==> src/rtl/tb_signature_monitor_pkg.sv <==
// rtl/tb_signature_monitor_pkg.sv - shared types, constants and MISR step for the signature monitor
package tb_signature_pkg;

   typedef enum logic [1:0] {
      IDLE    = 2'd0,
      CAPTURE = 2'd1,
      DONE    = 2'd2
   } state_t;

   localparam logic [15:0] DEFAULT_POLY = 16'h1021;
   localparam int          MAX_W        = 64;
   localparam int          IDX_W        = 6;

   // Operates on a MAX_W container; callers pass their real width so the
   // feedback tap and the result mask follow it.
   function automatic logic [MAX_W-1:0] misr_step(
      input logic [MAX_W-1:0] sig,
      input logic [MAX_W-1:0] data,
      input logic [MAX_W-1:0] poly,
      input int               width
   );
      logic [MAX_W-1:0] mask;
      logic [MAX_W-1:0] fb;
      mask = (width >= MAX_W) ? '1 : ((MAX_W'(1) << width) - MAX_W'(1));
      fb   = sig[IDX_W'(width - 1)] ? poly : '0;
      return ((sig << 1) ^ fb ^ data) & mask;
   endfunction

endpackage

==> src/rtl/tb_signature_monitor_misr_reg.sv <==
// rtl/tb_signature_monitor_misr_reg.sv - multiple-input signature register with seed load
module misr_reg
   import tb_signature_pkg::*;
#(
   parameter int               WIDTH = 16,
   parameter logic [WIDTH-1:0] POLY  = WIDTH'(DEFAULT_POLY),
   parameter logic [WIDTH-1:0] SEED  = '0
) (
   input  logic             CLK,
   input  logic             RST_bar,
   input  logic             load,
   input  logic             enable,
   input  logic [WIDTH-1:0] data,
   output logic [WIDTH-1:0] sig
);

   logic [WIDTH-1:0] sig_nx;

   always_comb begin
      sig_nx = WIDTH'(misr_step(MAX_W'(sig), MAX_W'(data), MAX_W'(POLY), WIDTH));
   end

   // load outranks enable so a restart never folds in the sample on its edge
   always_ff @(posedge CLK) begin
      if (!RST_bar) begin
         sig <= SEED;
      end else if (load) begin
         sig <= SEED;
      end else if (enable) begin
         sig <= sig_nx;
      end
   end

endmodule

==> config.mk <==
export PLATFORM = sky130hd
export DESIGN_NAME = misr_reg
export DESIGN_NICKNAME = d
export VERILOG_FILES = /design/src/rtl/tb_signature_monitor_pkg.sv /design/src/rtl/tb_signature_monitor_misr_reg.sv
export SDC_FILE = /design/constraint.sdc
export NUM_CORES = 1
export LEC_CHECK = 0
export ABC_AREA = 1
export CAP_MARGIN = 30
export CORE_MARGIN = 2
export CORE_UTILIZATION = 45
export CTS_BUF_LIST = sky130_fd_sc_hd__clkbuf_2 sky130_fd_sc_hd__clkbuf_4 sky130_fd_sc_hd__clkbuf_8
export CTS_CLUSTER_SIZE = 25
export DETAILED_ROUTE_END_ITERATION = 12
export GPL_TIMING_DRIVEN = 0
export PLACE_DENSITY = 0.95
export SLEW_MARGIN = 20
export SYNTH_ARGS = -nofsm -noshare
export SYNTH_HDL_FRONTEND = slang
export SYNTH_SLANG_ARGS = --single-unit
export TNS_END_PERCENT = 1
==> constraint.sdc <==
create_clock -name CLK -period 2 [get_ports CLK]
set_input_delay 0.3 -clock CLK [delete_from_list [all_inputs] [get_ports CLK]]
set_output_delay 0.3 -clock CLK [all_outputs]
set_load 0.05 [all_outputs]
== After elaboration in Yosys (flattened, before gate mapping) ==
Index checks and enable logic that the tools add are counted.
Operators by class
  divide/modulo/power cells: 0
  bitwise gates (word level): 3
  equal/unequal tests: 0
  add/subtract/negate cells: 0
  shift-type cells: 0
  order comparisons: 0
  muxes and demuxes: 1
  multipliers: 0
  reduce and logical (&&, ||, !) cells: 1
Operators with widths (count)
  16-bit by 13-bit bitwise XOR with 16-bit output: 1
  16-bit bitwise XOR: 1
  13-bit 2-to-1 mux: 1
  2-bit OR reduction: 1
  1-bit NOT: 1
Storage, ports and cells
  memory bits (writable): 0
  input bits: 20
  bits in read-only memories: 0
  bits in latches: 0
  memories: 0
  output and inout port bits: 16
  logic and storage cells: 6
  register bits: 16

== Longest topological paths before layout ==
Gate-level depths: netlist of the first run.
  word-level depth: 3
  gate-level depth with buffers: 7
  gate-level depth less buffers: 7

== Worst setup path after synthesis of the first run ==
Ideal clock, no wire load.
  path kind: register -> register
  start point: reg sig[15]
  end point: reg sig[5]
  buffers on the path: 0
  clock period less this slack: 1.243 ns
  cell stages (with the launch flop): 8
  library setup time: 0.109 ns
  slack: 0.757 ns
  data arrival time: 1.134 ns
  required time: 1.891 ns
  cells stage by stage: dfxtp_1 -> inv_1 -> nand2_1 -> nand2_1 -> nand2_1 -> nand3_1 -> nand2_1 -> inv_1
On the way
  cells in the longest elaborated chain, start to end: 3
Ends and longest elaborated chain
  start, declared: RTL line tb_signature_monitor_misr_reg.sv:14  | output logic [WIDTH-1:0] sig
  start signal, assigned: RTL line tb_signature_monitor_misr_reg.sv:30  | sig <= sig_nx;
  13-bit 2-to-1 mux: RTL line tb_signature_monitor_pkg.sv:25  | fb = sig[IDX_W'(width - 1)] ? poly : '0;
  16-bit by 13-bit bitwise XOR with 16-bit output: RTL line tb_signature_monitor_pkg.sv:26  | return ((sig << 1) ^ fb ^ data) & mask;
  16-bit bitwise XOR: RTL line tb_signature_monitor_pkg.sv:26
No other way between the ends.
A chain may end at the register's enable or synchronous reset.

== Worst setup path in the final report of the first run ==
  start point: reg sig[15]
  end point: out sig[15]
No word-level cell between the ends.

==> impl_metrics.ini, run 1 <==
[logic_synthesis]
synth_top_area_share = 0.393
syn_nets = 135
ys_seq_area_frac = 0.393
synthSimpleGateAreaFrac = 0.198
async_flop_share = 0
yosys.area.top_type = dfxtp_1
synthXorXnorAreaFrac = 0.151
yosys_warnings = 0
synthFlopType = dfxtp_1
synthCells = 115
synth_edf_count = 0
ys_ff_latch = 16
synthAdderAreaFrac = 0
yosysMostFrequentCell = nor2_1
synth_top_family_by_area = simple AND/OR/NAND/NOR gates
muxShareOfSynthArea = 0
synth_compound_area_frac = 0.104
synth_area_per_cell_sq_um = 7.08
yosys-top-cells-count = nor2_1 (26), inv_1 (22), dfxtp_1 (16), xor2_1 (14), o21ai_1 (11)
synth_area_leaders = dfxtp_1 (39%), xor2_1 (15%), nor2_1 (12%)
synth_cell_types = 13
syn_area_sq_um = 815

[placement]
port_buffers = 34
placed_cells = 174
place_area_sq_um = 1190
dp_hpwl_um = 1360
gp_congestion = 0.729

[min_path]
min_path_type = in -> reg

[floorplanning]
initial_core_util = 0.477
die-area_sq_um = 2170
coreArea_sq_um = 1710
rows = 15
ios = 36
fp.dieW_um = 46.5
die_h_um = 46.5

[job]
max_cap_violations = 0

[worst_setup_path]
critPathTopFamily = buffers and inverters
cpPeakStageDelay_ns = 0.84
cp-end-kind = output port
crit_path_start_kind = flop
cp_max_fo = 5
arrival_ns = 1.58
crit_buf_inv = 1
reg2reg_slack_ns = 0.99
crit_required_ns = 1.70
path_cells = clkdlybuf4s50_1
cp_slowest_cell = clkdlybuf4s50_1
path_class = reg -> out

[clock_network]
cts_buffers = 3
cts_buffer_depth = 2
post_cts_resized = 0
cts-root-buf = clkbuf_4
clk_latency_ns = 0.30
clock_sinks = 16
ctsHoldBuffers = 0
cts_max_level = 1
cts_tree = yes
post_cts_buffers = 0
clk_pin_slew_ns = 0.10

[sta]
rsz0062_at_grt = no
finalCritPeriodShare = 0.940
relSlewSlack = 0.652
final_hold_viol_count = 0
worst_pin_slew_ns = 0.521
setup-tns-final_ns = 0
finalMaxSlewViolations = 0
setup_viol = 0
max_freq_ghz = 0.532
whs_ns = 0.361
period_needed_ns = 1.88
fin_skew_ns = 0.00682

[finish]
final_area_sq_um = 1220
seq_area_sq_um = 320
nNetsFinal = 174
fillers = 129
final_layout_size_suffix_gt1_frac = 0.0654
top_regs = sig (16)
largest_reg_flops = 16
area_growth_syn_to_layout_pct = 50.1
top_register = sig
instances_no_fill = 178
diodes = 0
multi_input_area_sq_um = 369

[drt]
drt_iter0_markers = 10
drc = 0
vias_per_cell = 4.40
dr_total_vias = 784
firstDrtPassIters = 6
routed_wl_um = 1810
ant_nets = 0
avgRoutedWirePerCell_um = 10.1

[power_and_ir_drop]
p_leak_nw = 0.656
total_power_uw = 764
peakVddDrop_mv = 0.389
pwr_density_cell_nw_per_um2 = 625

[global_routing]
antenna_found_initial = 0
grt_pass1_wl_um = 2830
grt-ovfl-total = 0
grt_max_degree = 11
grt_usage = 0.188
first_global_vias = 700

[status]
status = complete, no violations
## cells in the final DEF (no fill, tap or decap)
cell type	count
a21oi_1	3
buf_2	1
buf_6	3
clkbuf_4	3
clkbuf_8	1
clkdlybuf4s50_1	34
dfxtp_1	16
inv_1	22
inv_2	1
nand2_1	10
nand2_2	1
nand3_1	4
nor2_1	26
o21ai_0	3
o21ai_1	11
xor2_1	14
## worst reg2reg max path, cell delays in order, from the launching register on
cell and delay [ns]:
dfxtp_1 0.44, inv_1 0.10, nand2_1 0.09, nand2_1 0.06, nand2_1 0.05, nand3_1 0.06
nand2_1 0.07, inv_1 0.04
## metal layers
layer	up-vias	track usage	wire (um)	part of all wire
met5	-	0	0	0
met4	0	0.0686	29	0.016
met3	4	0.0471	90	0.050
met2	22	0.344	923	0.51
met1	341	0.205	763	0.42
li1	417	-	-	-
## cell type report
cell class | count | share of cell area
multi-input combinational | 72 | 0.302
tap | 25 | 0.0256
inverter | 23 | 0.0706
clock buffer | 4 | 0.0297
sequential | 16 | 0.262
timing repair buffer | 34 | 0.278
buffer | 4 | 0.0317
## worst paths after layout
path / cells past startpoint / end / start
max: 1 / sig[15] / sig[15]$_SDFFE_PP0P_
min reg2reg: 4 / sig[11]$_SDFFE_PP0P_ / sig[11]$_SDFFE_PP0P_
max reg2reg: 7 / sig[5]$_SDFFE_PP0P_ / sig[15]$_SDFFE_PP0P_
min: 5 / sig[0]$_SDFFE_PP0P_ / enable
## through the flow
stage           util  worst slack [ns]
2_1_floorplan      -             0.757
3_3_place_gp   0.695             0.461
3_5_place_dp   0.695             0.447
4_1_cts        0.716             0.114
5_1_grt        0.716            0.0899
6_report       0.716             0.120
## cells by family (layout without fill, tap and decap cells)
group / Yosys count / count (layout)
compound gates: 17 / 17
xor+xnor: 14 / 14
buf+inv: 27 / 65
simple gates: 41 / 41
flops: 16 / 16
## report_power, final
group | leakage, nW | internal (mW) | switching (mW)
Clock | 0.0210 | 0.111 | 0.109
Sequential | 0.131 | 0.333 | 0.0134
Combinational | 0.504 | 0.0880 | 0.109
Total | 0.656 | 0.533 | 0.231
Power figures use the tool's default switching activity.
==> inputs of run 2 (changes only) <==
- ABC_AREA: 1 -> not set
- CORE_UTILIZATION: 45 -> 40
- PLACE_DENSITY: 0.95 -> 0.91
- clock period: 2 -> 2.06 ns (I/O delays scaled with it)
==> impl_metrics.ini, run 2 <==
[status]
status = complete, no violations

[worst_setup_path]
path_cells = clkdlybuf4s50_1
critPathTopFamily = buffers and inverters
cpPeakStageDelay_ns = 0.85
arrival_ns = 1.59
path_class = reg -> out
crit_path_start_kind = flop
cp_max_fo = 5
crit_buf_inv = 1
reg2regPathDepth = 3
cp-end-kind = output port
cp_num_cells = 1
crit_required_ns = 1.75
cp_slowest_cell = clkdlybuf4s50_1

[logic_synthesis]
ys_ff_latch = 16
syn_nets = 90
synthSimpleGateAreaFrac = 0.0933
synth_area_leaders = dfxtp_1 (45%), xnor2_1 (17%), a211oi_1 (15%)
synthXorXnorAreaFrac = 0.245
synthCells = 70
synth_edf_count = 0
yosys_warnings = 0
synth_top_area_share = 0.451
async_flop_share = 0
yosys.area.top_type = dfxtp_1
synth_compound_area_frac = 0.148
yosys-top-cells-count = dfxtp_1 (16), nor2_1 (16), a211oi_1 (14), xnor2_1 (14)
synth_top_family_by_area = XOR/XNOR gates
synth_cell_types = 11
ys_seq_area_frac = 0.451
syn_area_sq_um = 711
synthAdderAreaFrac = 0
synthFlopType = dfxtp_1
synth_area_per_cell_sq_um = 10.2
muxShareOfSynthArea = 0.0282

[sta]
relSlewSlack = 0.647
period_needed_ns = 1.90
worst_pin_slew_ns = 0.528
finalCritPeriodShare = 0.921
fin_skew_ns = 0.00625
whs_ns = 0.304
rsz0062_at_grt = no
final_hold_viol_count = 0
setup_viol = 0
max_freq_ghz = 0.527
setup-tns-final_ns = 0
finalMaxSlewViolations = 0

[clock_network]
clock_sinks = 16
cts-root-buf = clkbuf_4
clk_pin_slew_ns = 0.09
cts_tree = yes
post_cts_resized = 0
cts_buffers = 3
ctsHoldBuffers = 0
clk_latency_ns = 0.28
cts_max_level = 1
post_cts_buffers = 0
cts_buffer_depth = 2

[placement]
dp_hpwl_um = 1220
placed_cells = 121
gp_congestion = 0.747
port_buffers = 34

[finish]
top_register = sig
nNetsFinal = 129
final_layout_size_suffix_gt1_frac = 0.0654
final_common_cell = clkdlybuf4s50_1
area_growth_syn_to_layout_pct = 54.0
final_cell_mix = clkdlybuf4s50_1 (34), nor2_1 (16), dfxtp_1 (16)
fillers = 144
fin_util = 0.648
diodes = 0
instances_no_fill = 124
top_regs = sig (16)
largest_reg_flops = 16

[global_routing]
grt_pass1_wl_um = 2450
grt_usage = 0.161
grt_use_met2 = 0.247
first_global_vias = 561
grt_busiest_layer = met2
grt_use_met3 = 0.0353
grt-ovfl-total = 0
grt_max_degree = 11
met1_usage = 0.223
antenna_found_initial = 0

[floorplanning]
initial_core_util = 0.421
coreArea_sq_um = 1690
die-area_sq_um = 2130
fp.dieW_um = 46.2
rows = 15
ios = 36
die_h_um = 46.2

[drt]
vias_per_cell = 5.06
dr_total_vias = 628
drc = 0
firstDrtPassIters = 4
avgRoutedWirePerCell_um = 12.9
drt_iter0_markers = 7
routed_wl_um = 1600
ant_nets = 0

[min_path]
min_path_type = in -> reg
worstHoldPathCells = 2

[job]
max_cap_violations = 0

[power_and_ir_drop]
peakVddDrop_mv = 0.308
p_leak_nw = 0.389
pwr_density_cell_nw_per_um2 = 628
## run 2: cell types whose count changed after synthesis, moves of 11 or more
cell | before | now
inv_1 | 22 | 0
a211oi_1 | 0 | 14
xnor2_1 | 0 | 14
xor2_1 | 14 | 0
o21ai_1 | 11 | 0
## run 2: metrics by stage
stage	area (sq um)	total power [mW]	worst slack [ns]
finish	1090	0.687	0.162
global route	1090	0.714	0.118
CTS	1090	0.691	0.168
global placement	1070	0.530	0.465
floorplan	711	0.457	0.563
detailed placement	1070	0.533	0.432
## run 2: report_power, final
group	switching [mW]	leakage [nW]	internal, mW
registers	0.0139	0.131	0.324
logic	0.0951	0.244	0.0938
clock network	0.0931	0.0138	0.0678
## run 2: final cells by class
type | instances | area [sq um] | share of cell area
Sequential cell | 16 | 320 | 0.293
Multi-Input combinational cell | 49 | 365 | 0.334
Tap cell | 17 | 21.3 | 0.0194
Buffer | 5 | 25.0 | 0.0229
Timing Repair Buffer | 34 | 340 | 0.311
Clock buffer | 3 | 22.5 | 0.0206
## run 2: final timing paths
path,from,endpoint,slack (ns)
worst max-delay path,sig[15]$_SDFFE_PP0P_,sig[15],0.16
worst min-delay path,enable,sig[15]$_SDFFE_PP0P_,0.30
worst max register to register,sig[15]$_SDFFE_PP0P_,sig[12]$_SDFFE_PP0P_,0.85
worst min register to register,sig[11]$_SDFFE_PP0P_,sig[11]$_SDFFE_PP0P_,0.51
## run 2: kinds of logic (layout without fill, tap and decap cells)
group           Yosys count  after routing
compound gates           14             14
simple gates             17             17
flops                    16             16
buf+inv                   5             42
xor+xnor                 16             16
mux                       2              2
## run 2: metal layers
| layer | share of wire | up-vias | routed length [um] |
|---|---|---|---|
| met1 | 0.47 | 284 | 746 |
| met5 | 0 | - | 0 |
| li1 | - | 314 | - |
| met3 | 0.072 | 2 | 115 |
| met4 | 0.0044 | 0 | 7 |
| met2 | 0.45 | 28 | 725 |
